`src/rtl/handshake_const_rr_arbiter.sv`:
```
`default_nettype none
// ============================================================================
// Module      : handshake_const_rr_arbiter
// Description : Round-robin arbiter sharing one registered constant-token
//               output channel between NUM_REQ control-token requesters.
// Revision    : 1.0 - initial release
// ============================================================================
module handshake_const_rr_arbiter #(
  parameter int NUM_REQ    = 4,
  parameter int DATA_WIDTH = 12,
  parameter int IDX_WIDTH  = 2,
  parameter logic [NUM_REQ*DATA_WIDTH-1:0] CONSTS = 48'h800_7FF_A52_5AE
) (
  input  logic                  clk,
  input  logic                  rst,
  input  logic [NUM_REQ-1:0]    ctrl_valid,
  output logic [NUM_REQ-1:0]    ctrl_ready,
  output logic [DATA_WIDTH-1:0] outs,
  output logic [IDX_WIDTH-1:0]  outs_index,
  output logic                  outs_valid,
  input  logic                  outs_ready
);

  logic [IDX_WIDTH-1:0]  r_ptr;
  logic [DATA_WIDTH-1:0] r_outs;
  logic [IDX_WIDTH-1:0]  r_outs_index;
  logic                  r_outs_valid;

  logic                  w_load;
  logic                  w_found;
  logic                  w_accept;
  logic [IDX_WIDTH-1:0]  w_grant;
  logic [IDX_WIDTH-1:0]  w_next_ptr;
  logic [DATA_WIDTH-1:0] w_const;
  logic [NUM_REQ-1:0]    w_ready;

  // The buffer can take a new token when empty or when its token leaves now.
  assign w_load = !r_outs_valid || outs_ready;

  // Two ascending passes: indices at/above ptr first, then the wrapped ones.
  always_comb begin
    w_found = 1'b0;
    w_grant = '0;
    for (int i = 0; i < NUM_REQ; i++) begin
      if (!w_found && ctrl_valid[i] && (i >= int'(r_ptr))) begin
        w_found = 1'b1;
        w_grant = IDX_WIDTH'(i);
      end
    end
    for (int i = 0; i < NUM_REQ; i++) begin
      if (!w_found && ctrl_valid[i] && (i < int'(r_ptr))) begin
        w_found = 1'b1;
        w_grant = IDX_WIDTH'(i);
      end
    end
  end

  assign w_accept = w_load && w_found && !rst;

  always_comb begin
    w_ready = '0;
    w_const = '0;
    for (int i = 0; i < NUM_REQ; i++) begin
      w_ready[i] = w_accept && (int'(w_grant) == i);
      if (int'(w_grant) == i) begin
        w_const = CONSTS[i*DATA_WIDTH +: DATA_WIDTH];
      end
    end
  end

  assign w_next_ptr = (int'(w_grant) == NUM_REQ - 1) ? '0 : w_grant + 1'b1;

  always_ff @(posedge clk) begin
    if (rst) begin
      r_ptr        <= '0;
      r_outs       <= '0;
      r_outs_index <= '0;
      r_outs_valid <= 1'b0;
    end else if (w_accept) begin
      // A new token overwrites any token draining on this same edge.
      r_ptr        <= w_next_ptr;
      r_outs       <= w_const;
      r_outs_index <= w_grant;
      r_outs_valid <= 1'b1;
    end else if (r_outs_valid && outs_ready) begin
      r_outs_valid <= 1'b0;
    end
  end

  assign ctrl_ready = w_ready;
  assign outs       = r_outs;
  assign outs_index = r_outs_index;
  assign outs_valid = r_outs_valid;

endmodule
`default_nettype wire

```
`config.mk`:
```
export PLATFORM = sky130hd
export DESIGN_NAME = handshake_const_rr_arbiter
export DESIGN_NICKNAME = d
export VERILOG_FILES = /design/src/rtl/handshake_const_rr_arbiter.sv
export SDC_FILE = /design/constraint.sdc
export NUM_CORES = 1
export LEC_CHECK = 0
export BUFFER_PORTS_ARGS = -buffer_cell sky130_fd_sc_hd__buf_2
export CAP_MARGIN = 40
export CORE_AREA = 10 10 47 49
export DETAILED_ROUTE_END_ITERATION = 8
export DIE_AREA = 0 0 57 59
export PLACE_DENSITY = 0.72
export SLEW_MARGIN = 10
export SYNTH_ARGS = -nofsm -noshare
export SYNTH_HDL_FRONTEND = slang
export SYNTH_SLANG_ARGS = --single-unit
export TNS_END_PERCENT = 30
```
`constraint.sdc`:
```
create_clock -name clk -period 3.35 [get_ports clk]
set_input_delay 0.1675 -clock clk [delete_from_list [all_inputs] [get_ports clk]]
set_output_delay 0.1675 -clock clk [all_outputs]
set_load 0.03 [all_outputs]
```
==> impl_metrics.ini <==
[hold_path]
holdCritStartpoint = rst
holdPathStages = 2
min_to = outs[10]$_SDFFE_PP0P_
hold_path_class = input port to flop

[setup_path]
cp.required_ps = 3180
crit_slowest_cell = nor3_1
end_kind = output port
startpoint_type = flop
cp_num_buf_inv = 2
cp.arrival_ps = 2220
rr_startpoint = outs[10]$_SDFFE_PP0P_
path_delay_family = simple AND/OR/NAND/NOR gates
crit_fanout = 9
worstReg2RegEnd = outs[0]$_SDFFE_PP0P_
path_cells = nor2b_4 > o21a_1 > nor3_1 > inv_1 > ha_1 > and2_2 > buf_2
worstRegToRegCells = 7
critPathKind = flop to output port
r2r_slack_ps = 1410
cpPeakStageDelay_ps = 500

[placed_design]
io_buffers = 25
pre_cts_slack_ps = 1280
hpwl_um = 980
gp_congestion = 0.743

[yosys]
synth_area_per_cell_um2 = 8.96
yosysUniqueCellTypes = 25
synthMuxAreaShare_pct = 1.83
synth_compound_area_share_pct = 12.4
synth-xor-area-share_pct = 0
synthFlopType = dfxtp_1
synth_area_um2 = 547
synth_top_family_by_area = simple AND/OR/NAND/NOR gates
synth_fp_nets = 73
yosysTopAreaCell = dfxtp_1
synth_cells = 61
async_flop_share_pct = 0
netlist_top_cells_count = 8 x dfxtp_1, 7 x buf_4, 5 x ha_1, 5 x nand2b_1, 5 x nor2_1
synthAdderAreaFrac_pct = 11.4
synth_warnings = 0
synth-seq-cells = 8
yosysMostFrequentCell = dfxtp_1
synth_edf_count = 0
yosys.area_share.simple_pct = 31.4
netlist.area_leader.share_pct = 29.3
synth-seq-area-share_pct = 29.3
yosys-top-cells-area = dfxtp_1 29%, ha_1 11%, buf_4 9.6%

[cts]
numCtsBuffers = 3
clk_latency_ps = 250
clkTransAtPathRegs_ps = 50
cts.repair.resized = 0
post_cts.repair.setup_buffers = 0
postCtsHoldBufs = 0
htreeDepth = 1
cts-root-buf = clkbuf_4
cts_sinks = 8
cts_tree = built
clockBufferDepth = 2

[power_and_ir_drop]
p_leak_nw = 0.341
irDropWorstVdd_mv = 0.328
internal_power_mw = 0.194
netSwitchingPower_mw = 0.144
p_per_area_mw_per_mm2 = 519
p_seq_share_pct = 35.1
p_comb_share_pct = 43.8
pwr-share-clk_pct = 21.0
swShare_pct = 42.6

[drt]
via_per_inst = 4.69
vias = 455
drc_errors = 0
antenna_left = 0
drt_wl_total_mm = 1.21
dr.first_iter.drc_count = 5
first_pass_iters = 2
wl_per_cell_um = 12.5

[global_route]
grt.overflow.total = 0
grt_max_degree = 10
antenna_found_initial = 0
grt_pass1_vias = 461
grt_pass1_wl_mm = 2.02
gr-usage-all-layers_pct = 7.42

[floorplanning]
start_util_pct = 39.0
fp.dieW_um = 57
ios = 26
die_h_um = 59
dieArea_mm2 = 0.00336
rows = 14
coreArea_mm2 = 0.00140

[flow_run]
max_cap_viol_count = 0

[timing]
skew_ps = 6.08
layout_setup_ws_ps = 960
hold_violations = 0
fmax_mhz = 418
fin_crit_ps = 2390
post-route-period-util_pct = 71.3
grt_setup_unrepaired = no
maxSlewViolCount = 0
setup_viol = 0
slew_headroom_pct = 59.9
tightestPinTransition_ps = 597
timing.setup.tns_ps = 0

[final_layout]
nNetsFinal = 95
final_util_pct = 46.4
layout-drive-gt1-share_pct = 43.2
area_growth_pct = 19.0
n_antenna_cell = 0
n_fill_cell = 146

[outcome]
status = completed
## sequential cells by signal, summed over array words and instances (netlist names)
signal and count:
outs 5, outs_index 2, outs_valid 1
## cell type report
type | count | area (um^2) | area share (%)
clock buffers | 3 | 22.5 | 3.46
inverters | 3 | 11.3 | 1.73
multi-input cells | 42 | 312 | 47.9
flip-flops and latches | 8 | 160 | 24.6
well taps | 16 | 20.0 | 3.08
repair buffers | 25 | 125 | 19.2
## stage by stage
| step | cells | hold slack [ps] | power (mW) | cell area [um^2] |
|---|---|---|---|---|
| 6_report | 97 | 199 | 0.338 | 651 |
| 5_1_grt | 97 | 200 | 0.362 | 651 |
| 4_1_cts | 97 | 191 | 0.342 | 651 |
| 3_5_place_dp | 94 | 456 | 0.269 | 628 |
| 3_3_place_gp | 94 | 446 | 0.269 | 628 |
| 2_1_floorplan | 61 | 350 | 0.243 | 547 |
## power groups by stage
stage / clock [mW] / sequential, mW / combinational, mW
floorplan: 0 / 0.143 / 0.0999
CTS: 0.0733 / 0.119 / 0.150
global placement: 0 / 0.120 / 0.149
finish: 0.0710 / 0.119 / 0.148
detailed placement: 0 / 0.121 / 0.149
global route: 0.0791 / 0.121 / 0.162
## cell usage in the layout (no fill, tap or decap)
| master | count |
|---|---|
| nor3_2 | 1 |
| nand2b_1 | 5 |
| buf_2 | 25 |
| mux2i_1 | 1 |
| nor3_1 | 1 |
| inv_1 | 3 |
| and2_1 | 2 |
| a211oi_1 | 2 |
| o21ai_1 | 2 |
| nor2_2 | 1 |
| ha_1 | 5 |
| dfxtp_1 | 8 |
| a21oi_1 | 3 |
| nand2_1 | 1 |
| clkbuf_4 | 3 |
| nor2b_4 | 2 |
| o22ai_1 | 1 |
| o21a_1 | 1 |
| nor2b_1 | 3 |
| and2_2 | 2 |
| nor2_1 | 5 |
| o32ai_1 | 1 |
| or4b_1 | 1 |
| nor4_2 | 1 |
| o21ai_0 | 1 |
## how the worst max path moves through the flow
stage | startpoint | to | slack, ps | depth (start not counted)
3_5_place_dp | outs[10]$_SDFFE_PP0P_ | ctrl_ready[2] | 1280 | 7
5_1_grt | outs[10]$_SDFFE_PP0P_ | ctrl_ready[2] | 750 | 7
3_3_place_gp | outs[10]$_SDFFE_PP0P_ | ctrl_ready[2] | 1360 | 7
4_1_cts | outs[10]$_SDFFE_PP0P_ | ctrl_ready[2] | 1000 | 7
2_1_floorplan | outs[10]$_SDFFE_PP0P_ | ctrl_ready[2] | 1340 | 6
6_report | outs[10]$_SDFFE_PP0P_ | ctrl_ready[2] | 960 | 7
## cell families (layout without fill, tap and decap cells)
| logic type | count (synthesis) | after routing |
|---|---|---|
| AOI/OAI and AO/OA | 11 | 11 |
| adders and majority gates | 5 | 5 |
| buffers and inverters | 11 | 31 |
| DFF | 8 | 8 |
| muxes | 1 | 1 |
| and+or+nand+nor | 25 | 25 |
## layer usage
layer  vias up  share of wire (%)  track usage, %
li1        237                  -               -
met1       197                 47            8.51
met2        21                 41            10.4
met3         0                 12            5.79
met4         0                  0            2.01
met5         -                  0               0
Power figures use the tool's default switching activity.
